<file path="config.mk">
export PLATFORM = sky130hd
export DESIGN_NAME = regfile_ring_arbiter
export DESIGN_NICKNAME = d
export VERILOG_FILES = /design/src/rtl/regfile_pkg.sv /design/src/rtl/rr_arbiter.sv /design/src/rtl/regfile_ring_arbiter.sv
export SDC_FILE = /design/constraint.sdc
export NUM_CORES = 1
export LEC_CHECK = 0
export ABC_AREA = 0
export CORE_AREA = 2 2 139 141
export CTS_BUF_LIST = sky130_fd_sc_hd__clkbuf_4 sky130_fd_sc_hd__clkbuf_8
export DETAILED_ROUTE_END_ITERATION = 10
export DIE_AREA = 0 0 141 143
export GPL_ROUTABILITY_DRIVEN = 0
export PLACE_DENSITY_LB_ADDON = 0.05
export SYNTH_ARGS = -nofsm -noshare
export SYNTH_HDL_FRONTEND = slang
export SYNTH_SLANG_ARGS = --single-unit
</file>
<file path="constraint.sdc">
create_clock -name clk -period 6.4 [get_ports clk]
set_input_delay 0.64 -clock clk [delete_from_list [all_inputs] [get_ports clk]]
set_output_delay 0.64 -clock clk [all_outputs]
set_load 0.02 [all_outputs]
</file>
<file path="src/rtl/regfile_pkg.sv">
// -----------------------------------------------------------------------------
// regfile_pkg
// Shared register-file sizing constants used by regfile_TOP and by the
// writeback ring arbiter, plus small counting helpers used by the optional
// arbiter statistics (RING_ARB_STATS_EN).
// No ports (package).
// -----------------------------------------------------------------------------
package regfile_pkg;

   localparam int ARCHFILE_SIZE = 32;
   localparam int PHYSFILE_SIZE = 128;
   localparam int REG_SIZE      = 32;
   localparam int PHYS_W        = $clog2(PHYSFILE_SIZE);

   // Number of set bits in an 8-bit vector (sources are limited to 8).
   function automatic logic [3:0] count_ones8(input logic [7:0] v);
      logic [3:0] n;
      n = 4'd0;
      for (int i = 0; i < 8; i++) begin
         n = n + {3'd0, v[i]};
      end
      return n;
   endfunction

   // 32-bit add that sticks at all-ones instead of wrapping.
   function automatic logic [31:0] sat_add32(input logic [31:0] a, input logic [31:0] b);
      logic [32:0] sum;
      sum = {1'b0, a} + {1'b0, b};
      if (sum[32]) begin
         return 32'hFFFF_FFFF;
      end else begin
         return sum[31:0];
      end
   endfunction

endpackage

</file>
<file path="src/rtl/rr_arbiter.sv">
// -----------------------------------------------------------------------------
// rr_arbiter
// Purely combinational round-robin picker. The search starts at index `ptr`
// and proceeds upward with wrap-around; the first set request wins.
// Ports:
//   req       in  N      request vector
//   ptr       in  IW     search start index (0..N-1)
//   grant     out N      one-hot winner (all zero when no request)
//   grant_idx out IW     binary index of the winner (0 when none)
//   any       out 1      at least one request is set
// -----------------------------------------------------------------------------
module rr_arbiter #(
   parameter  int N  = 4,
   localparam int IW = (N > 1) ? $clog2(N) : 1
) (
   input  logic [N-1:0]  req,
   input  logic [IW-1:0] ptr,
   output logic [N-1:0]  grant,
   output logic [IW-1:0] grant_idx,
   output logic          any
);

   // Walk offsets 0..N-1 from ptr; the inner compare maps each rotated
   // position back onto a constant slot index so no variable slicing is needed.
   always_comb begin
      grant     = '0;
      grant_idx = '0;
      any       = 1'b0;
      for (int k = 0; k < N; k++) begin
         for (int j = 0; j < N; j++) begin
            if (!any && req[j] && (((int'(ptr) + k) % N) == j)) begin
               grant[j]  = 1'b1;
               grant_idx = IW'(j);
               any       = 1'b1;
            end else begin
               any = any;
            end
         end
      end
   end

endmodule

</file>
<file path="src/rtl/regfile_ring_arbiter.sv">
// -----------------------------------------------------------------------------
// regfile_ring_arbiter
// Shares the single ring-update write port of regfile_TOP among NUM_REQ
// result sources. Each source owns a one-entry holding slot filled through a
// valid/ready handshake; one slot is granted per cycle in round-robin order
// and its (phys, value) pair is driven as a registered write. A rollback
// discards every pending slot.
//
// Optional feature macro: RING_ARB_STATS_EN adds per-source grant counters
// and a rollback drop counter (all saturating).
//
// Ports:
//   clk            in  1                  clock, rising edge
//   rst            in  1                  asynchronous active-high reset
//   req_valid      in  NUM_REQ            source i offers a result
//   req_ready      out NUM_REQ            source i's slot can accept
//   req_phys       in  NUM_REQ*PHYS_W     destination phys reg per source
//   req_val        in  NUM_REQ*REG_SIZE   result value per source
//   rollback       in  1                  flush all pending results
//   ring_update    out 1                  registered write strobe
//   phys_ring      out PHYS_W             registered write index
//   phys_ring_val  out REG_SIZE           registered write value
//   busy           out 1                  any slot pending or write in flight
//   grant_count    out NUM_REQ*32         (RING_ARB_STATS_EN) grants per source
//   drop_count     out 32                 (RING_ARB_STATS_EN) slots dropped
// -----------------------------------------------------------------------------
module regfile_ring_arbiter
   import regfile_pkg::*;
#(
   parameter  int NUM_REQ       = 4,
   parameter  int PHYSFILE_SIZE = regfile_pkg::PHYSFILE_SIZE,
   parameter  int REG_SIZE      = regfile_pkg::REG_SIZE,
   localparam int PHYS_W        = $clog2(PHYSFILE_SIZE)
) (
   input  logic                         clk,
   input  logic                         rst,
   input  logic [NUM_REQ-1:0]           req_valid,
   output logic [NUM_REQ-1:0]           req_ready,
   input  logic [NUM_REQ*PHYS_W-1:0]    req_phys,
   input  logic [NUM_REQ*REG_SIZE-1:0]  req_val,
   input  logic                         rollback,
   output logic                         ring_update,
   output logic [PHYS_W-1:0]            phys_ring,
   output logic [REG_SIZE-1:0]          phys_ring_val,
   output logic                         busy
`ifdef RING_ARB_STATS_EN
   ,
   output logic [NUM_REQ*32-1:0]        grant_count,
   output logic [31:0]                  drop_count
`endif
);

   localparam int PTR_W = (NUM_REQ > 1) ? $clog2(NUM_REQ) : 1;

   logic [NUM_REQ-1:0]  hold_valid;
   logic [PHYS_W-1:0]   hold_phys [NUM_REQ];
   logic [REG_SIZE-1:0] hold_val  [NUM_REQ];
   logic [PTR_W-1:0]    rr_ptr;

   logic [NUM_REQ-1:0]  grant_raw;
   logic [NUM_REQ-1:0]  grant;
   logic [NUM_REQ-1:0]  accept;
   logic [PTR_W-1:0]    win_idx;
   logic [PTR_W-1:0]    ptr_next;
   logic                win_any;
   logic                grant_any;

   rr_arbiter #(.N(NUM_REQ)) u_rr_arbiter (
      .req       (hold_valid),
      .ptr       (rr_ptr),
      .grant     (grant_raw),
      .grant_idx (win_idx),
      .any       (win_any)
   );

   // Rollback suppresses the grant; a granted slot may be refilled in the
   // same cycle, which is why grant feeds req_ready combinationally.
   always_comb begin
      if (rollback) begin
         grant     = '0;
         grant_any = 1'b0;
      end else begin
         grant     = grant_raw;
         grant_any = win_any;
      end
      req_ready = ~{NUM_REQ{rollback}} & (~hold_valid | grant);
      accept    = req_valid & req_ready;
      if (win_idx == PTR_W'(NUM_REQ - 1)) begin
         ptr_next = '0;
      end else begin
         ptr_next = win_idx + PTR_W'(1);
      end
   end

   // Holding slots: load on accept, clear on grant or rollback.
   always_ff @(posedge clk or posedge rst) begin
      if (rst) begin
         hold_valid <= '0;
         for (int i = 0; i < NUM_REQ; i++) begin
            hold_phys[i] <= '0;
            hold_val[i]  <= '0;
         end
      end else if (rollback) begin
         hold_valid <= '0;
      end else begin
         // A refill in the granted slot wins over the clear.
         hold_valid <= accept | (hold_valid & ~grant);
         for (int i = 0; i < NUM_REQ; i++) begin
            if (accept[i]) begin
               hold_phys[i] <= req_phys[i*PHYS_W +: PHYS_W];
               hold_val[i]  <= req_val[i*REG_SIZE +: REG_SIZE];
            end else begin
               hold_phys[i] <= hold_phys[i];
               hold_val[i]  <= hold_val[i];
            end
         end
      end
   end

   // Registered ring write and round-robin pointer advance.
   always_ff @(posedge clk or posedge rst) begin
      if (rst) begin
         ring_update   <= 1'b0;
         phys_ring     <= '0;
         phys_ring_val <= '0;
         rr_ptr        <= '0;
      end else if (grant_any) begin
         ring_update   <= 1'b1;
         phys_ring     <= hold_phys[win_idx];
         phys_ring_val <= hold_val[win_idx];
         rr_ptr        <= ptr_next;
      end else begin
         // Index/value hold their last contents; only the strobe drops.
         ring_update <= 1'b0;
      end
   end

   assign busy = (|hold_valid) | ring_update;

`ifdef RING_ARB_STATS_EN
   logic [7:0] hold_valid8;

   // Widen the slot-valid vector to the popcount helper's fixed width.
   always_comb begin
      hold_valid8 = 8'd0;
      for (int i = 0; i < NUM_REQ; i++) begin
         hold_valid8[i] = hold_valid[i];
      end
   end

   // Saturating grant and drop counters.
   always_ff @(posedge clk or posedge rst) begin
      if (rst) begin
         grant_count <= '0;
         drop_count  <= 32'd0;
      end else if (rollback) begin
         drop_count <= sat_add32(drop_count, {28'd0, count_ones8(hold_valid8)});
      end else begin
         for (int i = 0; i < NUM_REQ; i++) begin
            if (grant[i]) begin
               grant_count[i*32 +: 32] <= sat_add32(grant_count[i*32 +: 32], 32'd1);
            end else begin
               grant_count[i*32 +: 32] <= grant_count[i*32 +: 32];
            end
         end
      end
   end
`endif

endmodule

</file>
After elaboration in Yosys (flattened, before gate mapping)
Cells that the tools add are included.
Storage, ports and cells
  register bits after elaboration: 202
  bits of input ports: 163
  logic and storage cells: 160
  output and inout port bits: 45
Operators by class
  add/subtract/negate cells: 4
  reduce and logical (&&, ||, !) cells: 58
  bitwise operators: 14
  $lt $le $gt $ge: 1
  equal/unequal tests: 13
  muxes and demuxes: 57
Operator list (number)
  logical NOT 32 bit: 4
  binary-select mux 32 bit (select 2 bit): 1
  2-to-1 mux 32 bit: 2
  2-to-1 mux 1 bit: 34
  logical AND 1 bit: 31
  2-to-1 mux 2 bit: 15
  == test 3 bit, second input constant: 6
  logical NOT 1 bit: 15
  binary-select mux 7 bit (select 2 bit): 1
  2-to-1 mux 7 bit: 2
  bitwise AND 4 bit: 3
  inverter 4 bit: 3
  == test 3 x 2 -> 1 bit, second input constant: 3
  2-to-1 mux 4 bit: 2
  OR 4 bit: 2
  AND reduction 2 bit: 4
  == test 2 bit, second input constant: 3
  OR reduction 2 bit: 3
  adder 2 x 1 -> 2 bit, second input constant: 2
  adder 2 bit, second input constant: 2
  OR reduction 4 bit: 1
  bitwise AND 1 bit, first input constant: 3
  >= comparator 3 bit, second input constant: 1
  inverter 2 -> 3 bit: 1
  3 further kinds: 3

Longest topological paths before layout
Gate-level depths: netlist of run 1.
  word-level depth: 69
  gate-level depth with buffers: 9
  depth with buffers taken out: 5

Modules after synthesis
From an unflattened synthesis of run 1, not the netlist that was laid out.
Second synthesis, totals
  cells, all modules: 614
  area total of the unflattened synthesis: 8722.1 sq um
Modules (own cells, without submodules)
  regfile_ring_arbiter: area an instance 8573.2 sq um, instances 1, cells an instance 587
  rr_arbiter: area an instance 148.9 sq um, instances 1, cells an instance 27

Least setup slack after synthesis of run 1
Ideal clock, no wire load.
  path type: input -> register
  start point: input rollback
  end point: register hold_phys[14] (netlist name)
  cell stages on the path: 6
  data arrival time: 2.120 ns
  setup slack: 4.155 ns
  path buffers: 3
  cells stage by stage: clkbuf_1 a21oi_1 and2_1 buf_2 buf_6 mux2_2
On the way
  word-level cells in the longest chain between the ends: 5
  elaborated cells between the ends (all ways): 7
  classes of those cells: mux (1); bitwise (5); reduce/logical (1)
RTL lines
  start: declaration: line regfile_ring_arbiter.sv:41  | input logic rollback,
  2-to-1 mux 4 bit: line regfile_ring_arbiter.sv:79  | if (rollback) begin
  OR 4 bit: line regfile_ring_arbiter.sv:86  | req_ready = ~{NUM_REQ{rollback}} & (~hold_valid | grant);
  bitwise AND 4 bit (*): line regfile_ring_arbiter.sv:86
  named net req_ready[1]: line regfile_ring_arbiter.sv:38  | output logic [NUM_REQ-1:0] req_ready,
  bitwise AND 4 bit (*): line regfile_ring_arbiter.sv:87  | accept = req_valid & req_ready;
  AND reduction 2 bit (no source line) (*)
  end signal: indexed assignment: line regfile_ring_arbiter.sv:110  | hold_phys[i] <= req_phys[i*PHYS_W +: PHYS_W];
  end signal: indexed assignment: line regfile_ring_arbiter.sv:113  | hold_phys[i] <= hold_phys[i];
  end: declaration: line regfile_ring_arbiter.sv:56  | logic [PHYS_W-1:0] hold_phys [NUM_REQ];
The timed path passes the listed nets; every way through them passes the cells marked *.
A chain may end at the register's enable or synchronous reset.

Worst setup path in the final report of run 1
  start point: register hold_valid[3]
  end point: register phys_ring_val[27]
On the way
  word-level cells in the longest chain between the ends: 55
  elaborated cells between the ends (all ways): 69
  classes of those cells: mux (30); bitwise (1); reduce/logical (38)
RTL lines
  start: declaration: line regfile_ring_arbiter.sv:55  | logic [NUM_REQ-1:0] hold_valid;
  start signal: assignment: line regfile_ring_arbiter.sv:107  | hold_valid <= accept | (hold_valid & ~grant);
  logical AND 1 bit (2 in series): line rr_arbiter.sv:31  | if (!any && req[j] && (((int'(ptr) + k) % N) == j)) begin
  2-to-1 mux 1 bit: line rr_arbiter.sv:31
  logical NOT 1 bit: line rr_arbiter.sv:31
  logical AND 1 bit (2 in series): line rr_arbiter.sv:31
  2-to-1 mux 1 bit: line rr_arbiter.sv:31
  logical NOT 1 bit: line rr_arbiter.sv:31
  logical AND 1 bit (2 in series): line rr_arbiter.sv:31
  2-to-1 mux 1 bit: line rr_arbiter.sv:31
  [... 33 more ...]
  logical AND 1 bit (2 in series): line rr_arbiter.sv:31
  2-to-1 mux 1 bit: line rr_arbiter.sv:31
  logical NOT 1 bit: line rr_arbiter.sv:31
  logical AND 1 bit (2 in series): line rr_arbiter.sv:31
  2-to-1 mux 2 bit: line rr_arbiter.sv:31
  inverter 2 -> 3 bit (implied by the code): line regfile_ring_arbiter.sv:130  | phys_ring_val <= hold_val[win_idx];
  binary-select mux 32 bit (select 2 bit): line regfile_ring_arbiter.sv:130
  2-to-1 mux 32 bit (implied by the code) (2 in series): line regfile_ring_arbiter.sv:130
  end signal: assignment: line regfile_ring_arbiter.sv:130
  end: declaration: line regfile_ring_arbiter.sv:44  | output logic [REG_SIZE-1:0] phys_ring_val,
Several ways; a longest one is shown, not always the timed one. The select of a mux whose other input is x is not followed.

==> results of run 1 <==
[final timing paths]
path | start | endpoint
max reg2reg | hold_valid[3]$_DFF_PP0_ | phys_ring_val[27]$_DFFE_PP0P_
max | hold_valid[3]$_DFF_PP0_ | phys_ring_val[27]$_DFFE_PP0P_
min | hold_phys[7]$_DFFE_PP0P_ | hold_phys[7]$_DFFE_PP0P_
min in group asynchronous | rst | hold_val[85]$_DFFE_PP0P_
min reg2reg | hold_phys[7]$_DFFE_PP0P_ | hold_phys[7]$_DFFE_PP0P_
max in group asynchronous | rst | hold_val[109]$_DFFE_PP0P_
[cells by family after synthesis]
kind of cell	Yosys count
mux	234
compound gates	58
flops	202
simple gates	66
buf+inv	49
xor+xnor	1
[sequential cells by signal (all words and copies together), names as in the netlist]
signal and flops:
hold_val 128, phys_ring_val 32, hold_phys 28, phys_ring 7, hold_valid 4, rr_ptr 2
ring_update 1
[synth_stat cells, types with 2 or more instances]
cell and instances:
nor2_1 9, mux2_1 6, mux2_4 10, o221ai_1 40
buf_2 19, buf_4 8, inv_1 4, mux2_2 140
buf_6 7, clkbuf_1 9, o21ai_0 2, nand2_1 42
dfrtp_1 202, nand2b_1 4, o22ai_1 3, o21ai_1 2
mux2i_1 78, inv_2 2, a21oi_1 7, or2_1 2
[power by group through the flow]
| stage | clock, mW | sequential [mW] | combinational [mW] |
|---|---|---|---|
| after floorplan | 0 | 1.92 | 0.699 |
| after global placement | 0 | 1.83 | 1.29 |
| after detailed placement | 0 | 1.84 | 1.32 |
| after CTS | 1.23 | 1.82 | 1.32 |
| after global routing | 1.29 | 1.87 | 1.41 |
| final | 1.19 | 1.82 | 1.31 |
[area by class of cell]
cell class | instances | area (sq um) | area share, %
sequential | 202 | 5055 | 43.69
multi-input combinational | 359 | 3369 | 29.12
timing repair buffer | 212 | 2110 | 18.23
clock buffer | 55 | 694.4 | 6.001
tap | 234 | 292.8 | 2.530
inverter | 6 | 30.03 | 0.2595
clock inverter | 4 | 20.02 | 0.1730
[metal layers]
layer | part of all wire [%] | up-vias | GRT usage, %
li1 | - | 2627 | -
met1 | 44 | 2929 | 28.63
met2 | 47 | 191 | 35.30
met3 | 6.0 | 42 | 5.265
met4 | 2.4 | 0 | 7.579
met5 | 0 | - | 0
[stage by stage]
step / setup WS (ps) / hold WS, ps
floorplan: 249.3 / 457.8
global placement: 2978 / 467.4
detailed placement: 2808 / 479.6
CTS: 3204 / 491.7
global route: 2991 / 505.5
finish: 3164 / 494.4
[worst reg2reg max path, stage by stage, from the launching register on]
cell and delay [ps]:
dfrtp_1 470, nor4_1 530, or2_2 890, or2_2 920
o221ai_1 240
[placed cells by master, fill, tap and decap left out, types with 2 or more instances in the layout]
master	n
a21oi_1	7
o21ai_0	2
clkbuf_4	10
nand2_1	41
mux2_1	6
o22ai_1	2
nand2b_1	4
clkdlybuf4s50_1	207
buf_4	5
nor2_1	9
mux2_4	10
inv_1	3
o221ai_1	40
clkinv_2	4
clkbuf_8	45
dfrtp_1	202
inv_2	2
mux2_2	140
or2_2	2
mux2i_1	78
o21ai_1	2
==> impl_metrics.tcl, run 1 <==
set metrics [dict create \
    synth-xor-area-share_pct 0.1008 \
    clk_pin_slew_ps 60 \
    cts_tree "done" \
    period_share_pct 50.56 \
    syn_area_per_cell_sq_um 14.25 \
    crit_slowest_cell "or2_2" \
    cts_buffers 36 \
    cts_root_buf "clkbuf_8" \
    ant_nets 0 \
    core_area_sq_um 18580 \
    ioPinCount 208 \
    powerDensity_nw_per_um2 373.6 \
    p_sw_mw 1.320 \
    leakage_nw 5.173 \
    layoutNonFillerInstCount 1072 \
    worstSetupEndpointType "flop" \
    drc 0 \
    crit_buf_inv 0 \
    synth_top_area_share_pct 58.16 \
    nets 980 \
    power.share.sequential_pct 42.2 \
    power_mw 4.323 \
    gr-total-overflow 0 \
    dp_cells 1013 \
    slew_viol_final 0 \
    vdd_drop_max_mv 0.1899 \
    clock.fmax_mhz 309.1 \
    power_frac_comb_pct 30.2 \
    holdCritPathClass "flop to flop" \
    rrSetupSlack_ps 3160 \
    post-route-util_pct 62.28 \
    hold_viol 0 \
    power.share.switching_pct 30.54 \
    synth_cell_types 34 \
    wl_microns 21440 \
    grt_use_total_pct 21.69 \
    crit_arrival_ps 3560 \
    start_util_pct 46.77 \
    crit_cells 4 \
    dpl-instance-area_sq_um 10860 \
    crit_chain "nor4_1 -> or2_2 -> or2_2 -> o221ai_1" \
    antenna_found_initial 0 \
    num_vias 5789 \
    drt-vias-per-instance 5.400 \
    power_frac_clock_pct 27.6 \
    clk_latency_ps 510 \
    synthSimpleGateAreaFrac_pct 3.455 \
    critPathRequiredTime_ps 6720 \
    drt_pass1_iterations 6 \
    synth_area_leader_cell "dfrtp_1" \
    clock_path_buffers 3 \
    synth_fa_ha_area_share_pct 0 \
    hpwl_microns 13670 \
    synth_cells 610 \
    dieHeight_microns 143 \
    internal-power_mw 3.003 \
    ys_seq_area_share_pct 58.16 \
    setup_tns_ps 0 \
    io_buffers 207 \
    ys_ff_latch 202 \
    grt_max_degree 149 \
    synth.area.top_cells "dfrtp_1, mux2_2, mux2i_1" \
    critPathMaxFanout 43 \
    critPathTopFamily "simple AND/OR/NAND/NOR gates" \
    grt_first_pass_wirelength_microns 33910 \
    yosysWarningCount 0 \
    synth_top_flop_cell "dfrtp_1" \
    drv_cap 0 \
    fin_skew_ps 13.99 \
    cts_resized 0 \
    worst_setup_path_start_kind "flop" \
    rsz0062_at_grt "false" \
    min_path_cells 1 \
    drive_gt1_share_pct 27.09 \
    syn2layout_area_growth_pct 33.14 \
    setup_violations 0 \
    clkSinkCount 202 \
    final_cell_area_sq_um 11570 \
    crit_top_cell "or2_2" \
    htree_levels 2 \
    die_x_microns 141 \
    post_cts_buffers 0 \
    worstSetupPathType "flop to flop" \
    tightestPinTransition_ps 1109 \
    status "finished clean" \
    routedWlPerCell_microns 20.00 \
    die-area_sq_um 20160 \
    nFillCells 1455 \
    syn_area_sq_um 8691 \
    cts_hold_buf 0 \
    n_antenna_cell 0 \
    slew_headroom_pct 26.04 \
    syn_nets 773 \
    max_stage_delay_ps 910 \
    ff2ff_path_depth 4 \
    drtIter0Drc 204 \
    async_reset_ff_share_pct 100.0 \
    rows 50 \
    synth_top_family_by_area "multiplexers" \
    synth_compound_area_share_pct 5.312 \
    synthMuxAreaShare_pct 29.63 \
    final.min_clock_period_ps 3236 \
    first_global_vias 6381 \
    synth_edf_count 0 \
]
No activity file was read; power rests on OpenSTA's default activity.
==> run 2, diff against run 1 <==
==> constraint.sdc (replaced) <==
create_clock -name clk -period 2.7 [get_ports clk]
set_input_delay 0.27 -clock clk [delete_from_list [all_inputs] [get_ports clk]]
set_output_delay 0.27 -clock clk [all_outputs]
set_load 0.02 [all_outputs]
==> impl_metrics.tcl, run 2 (synthesis results as in run 1) <==
set metrics [dict create \
    status "finished clean" \
    fin_skew_ps 19.93 \
    powerDensity_nw_per_um2 880.2 \
    largest_reg_flops 128 \
    rows 50 \
    period_share_pct 92.62 \
    gr-total-overflow 0 \
    num_vias 5807 \
    grt_first_pass_wirelength_microns 33640 \
    regMostFlops "hold_val" \
    htree_levels 2 \
    start_util_pct 46.77 \
    hold_viol 0 \
    crit_slowest_cell "clkdlybuf4s50_1" \
    worst_setup_path_start_kind "flop" \
    slew_viol_final 0 \
    holdCritPathClass "primary input to asynchronous set/reset pin" \
    drv_cap 0 \
    worstSetupEndpointType "output port" \
    tightestPinTransition_ps 861.5 \
    final_common_cell "clkdlybuf4s50_1" \
    clock_path_buffers 3 \
    final_cell_mix "clkdlybuf4s50_1, dfrtp_1, mux2_2, mux2i_1, clkbuf_8" \
    drive_gt1_share_pct 28.18 \
    layoutNonFillerInstCount 1082 \
    hpwl_microns 14310 \
    clkSinkCount 202 \
    ioPinCount 208 \
    worstSetupPathType "flop to output port" \
    critPathMaxFanout 9 \
    wl_microns 21330 \
    clk_latency_ps 510 \
    pre_cts_slack_ps 319.2 \
    cts_hold_buf 0 \
    slew_headroom_pct 42.57 \
    clock.fmax_mhz 399.9 \
    grt_use_total_pct 21.57 \
    ant_nets 0 \
    power.share.sequential_pct 42.1 \
    leakage_nw 5.235 \
    nets 990 \
    drt_pass1_iterations 4 \
    crit_arrival_ps 2230 \
    setup_violations 0 \
    max_stage_delay_ps 570 \
    dieHeight_microns 143 \
    antenna_found_initial 0 \
    reg_top3 "hold_val x128, phys_ring_val x32, hold_phys x28" \
    clk_pin_slew_ps 60 \
    rsz0062_at_grt "false" \
    power.share.switching_pct 30.03 \
    core_area_sq_um 18580 \
    crit_chain "nor2b_2 -> o22ai_1 -> a221oi_2 -> nor2_1 -> clkdlybuf4s50_1" \
    setup_tns_ps 0 \
    internal-power_mw 7.195 \
    die-area_sq_um 20160 \
    nFillCells 1456 \
    n_antenna_cell 0 \
    drc 0 \
    cts_tree "done" \
    dp_cells 1022 \
    die_x_microns 141 \
    cts_buffers 36 \
    critPathRequiredTime_ps 2430 \
    drtIter0Drc 302 \
    power_frac_clock_pct 27.7 \
    grt_max_degree 142 \
    routedWlPerCell_microns 19.72 \
    syn2layout_area_growth_pct 34.42 \
    final.min_clock_period_ps 2501 \
    fin_hold_ws_ps 298.0 \
    drt-vias-per-instance 5.367 \
    vdd_drop_max_mv 0.4898 \
    power_frac_comb_pct 30.2 \
    io_buffers 207 \
    power_mw 10.28 \
    first_global_vias 6295 \
    cts_root_buf "clkbuf_8" \
    p_sw_mw 3.088 \
    layout_setup_ws_ps 199.3 \
]
==> run 2: changes by cell type in the layout (fill, tap and decap cells not counted), moves of 2 or more <==
cell      delta
buf_4        +8
clkbuf_4     +4
clkinv_2     -4
buf_12       +2
dfrtp_1      -2
dfrtp_2      +2
==> run 2: worst max-delay path: cells and delay by family (launching register included) <==
family                 cells  cell delay (ps)
flip-flops                 1              440
buffers and inverters      1              570
AND/OR/NAND/NOR            2              280
AO/OA/AOI/OAI              2              440
==> run 2: metrics by stage <==
step,cell area (sq um),util (%)
finish,11680,62.88
global route,11680,62.88
CTS,11680,62.85
detailed placement,10950,58.91
global placement,10950,58.91
floorplan,8695,-
==> run 2: layout make-up <==
type | instances | area, sq um | area share, %
sequential | 202 | 5057 | 43.29
multi-input combinational | 359 | 3369 | 28.84
tap | 234 | 292.8 | 2.506
clock buffer | 59 | 724.4 | 6.201
inverter | 6 | 26.28 | 0.2249
timing repair buffer | 222 | 2212 | 18.94
==> run 2: repair_timing <==
item                       in CTS  in global routing
pin swaps                       1                  0
setup buffers                   1                  0
gates resized for setup         0                  3
setup endpoints to repair       1                  3
==> run 2: power by group through the flow <==
stage	clock (mW)	combinational, mW	sequential [mW]
2_1_floorplan	0	1.66	4.55
3_3_place_gp	0	3.06	4.34
3_5_place_dp	0	3.14	4.37
4_1_cts	2.93	3.15	4.33
5_1_grt	3.07	3.35	4.43
6_report	2.85	3.11	4.33
==> run 2: worst paths after layout <==
kind | startpoint | to | slack [ps] | cells after the start
worst max-delay path | hold_valid[0]$_DFF_PP0_ | req_ready[2] | 200 | 5
worst min register to register | hold_phys[8]$_DFFE_PP0P_ | hold_phys[8]$_DFFE_PP0P_ | 490 | 1
worst max register to register | rr_ptr[1]$_DFFE_PP0P_ | hold_val[28]$_DFFE_PP0P_ | 400 | 5
min in group clk | req_val[114] | hold_val[18]$_DFFE_PP0P_ | 370 | 2
max in group asynchronous | rst | hold_val[4]$_DFFE_PP0P_ | 1740 | 3
worst min-delay path | rst | hold_val[22]$_DFFE_PP0P_ | 300 | 3
==> run 2: metal layers <==
layer	global-route usage, %	routed length [microns]	vias up
li1	-	-	2650
met4	6.474	448	0
met1	28.46	9257	2922
met3	6.573	1677	38
met2	34.63	9948	197
met5	0	0	-
==> run 3, diff against run 2 <==
--- a/config.mk
+++ b/config.mk
@@ -11,7 +11,7 @@
 export DETAILED_ROUTE_END_ITERATION = 10
 export DIE_AREA = 0 0 141 143
 export GPL_ROUTABILITY_DRIVEN = 0
-export PLACE_DENSITY_LB_ADDON = 0.05
+export PLACE_DENSITY = 0.79
 export SYNTH_ARGS = -nofsm -noshare
 export SYNTH_HDL_FRONTEND = slang
 export SYNTH_SLANG_ARGS = --single-unit
==> impl_metrics.tcl, run 3 (synthesis results as in run 1) <==
set metrics [dict create \
    antenna_found_initial 0 \
    clkSinkCount 202 \
    final_common_cell "clkdlybuf4s50_1" \
    clock.fmax_mhz 384.7 \
    drtIter0Drc 179 \
    leakage_nw 5.249 \
    hpwl_microns 14130 \
    layoutNonFillerInstCount 1084 \
    gr-total-overflow 0 \
    start_util_pct 46.77 \
    final_cell_mix "clkdlybuf4s50_1, dfrtp_1, mux2_2, mux2i_1, clkbuf_8" \
    drt_pass1_iterations 4 \
    clk_pin_slew_ps 60 \
    die-area_sq_um 20160 \
    drv_cap 0 \
    critPathRequiredTime_ps 2430 \
    nets 989 \
    regMostFlops "hold_val" \
    ant_nets 0 \
    hold_viol 0 \
    nFillCells 1366 \
    status "finished clean" \
    cts_buffers 36 \
    n_antenna_cell 0 \
    first_global_vias 6600 \
    die_x_microns 141 \
    dpl-instance-area_sq_um 10960 \
    crit_arrival_ps 2330 \
    worst_setup_path_start_kind "flop" \
    rows 50 \
    largest_reg_flops 128 \
    period_share_pct 96.27 \
    slew_headroom_pct 41.13 \
    fin_skew_ps 26.92 \
    wl_microns 21350 \
    vdd_drop_max_mv 0.4991 \
    cts_tree "done" \
    io_buffers 207 \
    grt_use_total_pct 21.36 \
    cts_root_buf "clkbuf_8" \
    reg_top3 "hold_val x128, phys_ring_val x32, hold_phys x28" \
    worstSetupEndpointType "output port" \
    final_cell_area_sq_um 11730 \
    grt_max_degree 106 \
    tightestPinTransition_ps 883.0 \
    ioPinCount 208 \
    htree_levels 2 \
    slew_viol_final 0 \
    dp_cells 1019 \
    drive_gt1_share_pct 28.12 \
    core_area_sq_um 18580 \
    drc 0 \
    worstSetupPathType "flop to output port" \
    critPathMaxFanout 13 \
    holdCritPathClass "primary input to flop" \
    rsz0062_at_grt "true" \
    final.min_clock_period_ps 2599 \
    syn2layout_area_growth_pct 35.00 \
    dieHeight_microns 143 \
    setup_violations 0 \
    drt-vias-per-instance 5.430 \
    clk_latency_ps 510 \
    clock_path_buffers 3 \
    routedWlPerCell_microns 19.70 \
    num_vias 5886 \
    powerDensity_nw_per_um2 879.3 \
    grt_first_pass_wirelength_microns 33870 \
]
[run 3: changes by cell type in the layout (fill, tap and decap cells not counted)]
cell and delta:
buf_4 -5, buf_12 +3, clkinv_2 +3, clkbuf_4 -2, clkinvlp_4 +2, dfrtp_1 +1, dfrtp_2 -1, dlygate4sd3_1 +1
nand2_1 +1, nand2_2 -1, o221ai_1 -1, o221ai_2 +1
[run 3: where the power goes]
group          switching, mW  leakage (nW)  total [mW]  internal [mW]
Sequential             0.499          2.40        4.34           3.84
Clock                   1.18         0.391        2.84           1.66
Combinational           1.45          2.46        3.14           1.69
[run 3: path summary, 6_finish.rpt]
check	cells past startpoint	from	endpoint	slack, ps
setup / recovery	5	rr_ptr[1]$_DFFE_PP0P_	req_ready[3]	100
hold / removal	2	req_val[82]	hold_val[50]$_DFFE_PP0P_	370
setup reg to reg	8	hold_valid[0]$_DFF_PP0_	hold_val[40]$_DFFE_PP0P_	230
hold reg to reg	2	phys_ring_val[8]$_DFFE_PP0P_	phys_ring_val[8]$_DFFE_PP0P_	490
max in group asynchronous	4	rst	hold_val[39]$_DFFE_PP0P_	1290
min in group asynchronous	3	rst	hold_val[86]$_DFFE_PP0P_	620
[run 3: timing repair]
item                                    4_1_cts  5_1_grt
hold endpoints to repair                      1        0
pin swaps                                     1        1
resized for setup                             0        3
endpoints found under the setup margin        1        2
setup buffers                                 1        1
hold buffers                                  1        0
[run 3: critical path, cell delays in order (launching register included)]
cell and delay [ps]:
dfrtp_1 590, nand2b_1 170, a21oi_1 60, o21a_1 230
nor2_1 150, clkdlybuf4s50_1 640
[run 3: area by class of cell]
class / count / area (sq um) / area share [%]
clock buffers: 57 / 709.4 / 6.047
clock inverters: 5 / 30.03 / 0.2559
inverters: 6 / 26.28 / 0.2240
multi-input cells: 359 / 3373 / 28.75
flip-flops and latches: 202 / 5056 / 43.09
well taps: 234 / 292.8 / 2.495
repair buffers: 221 / 2245 / 19.13
[run 3: routing by layer]
layer / GRT usage (%) / part of all wire (%) / wire, microns
met3: 4.427 / 6.1 / 1310
met2: 36.59 / 50 / 10580
met1: 27.36 / 42 / 9068
met4: 7.000 / 1.8 / 389
met5: 0 / 0 / 0
[run 3: per-stage QoR]
stage | setup TNS, ps | utilization [%] | total power, mW | hold slack (ps) | setup WS [ps]
after global placement | 0 | 58.98 | 7.359 | 466.9 | 383.5
after floorplan | -37630 | - | 6.212 | 394.2 | -186.3
final | 0 | 63.14 | 10.32 | 371.5 | 100.7
after detailed placement | 0 | 58.98 | 7.523 | 482.6 | 270.3
after global routing | -18.42 | 63.14 | 10.86 | 346.2 | -18.42
after CTS | 0 | 63.05 | 10.42 | 337.8 | 34.78
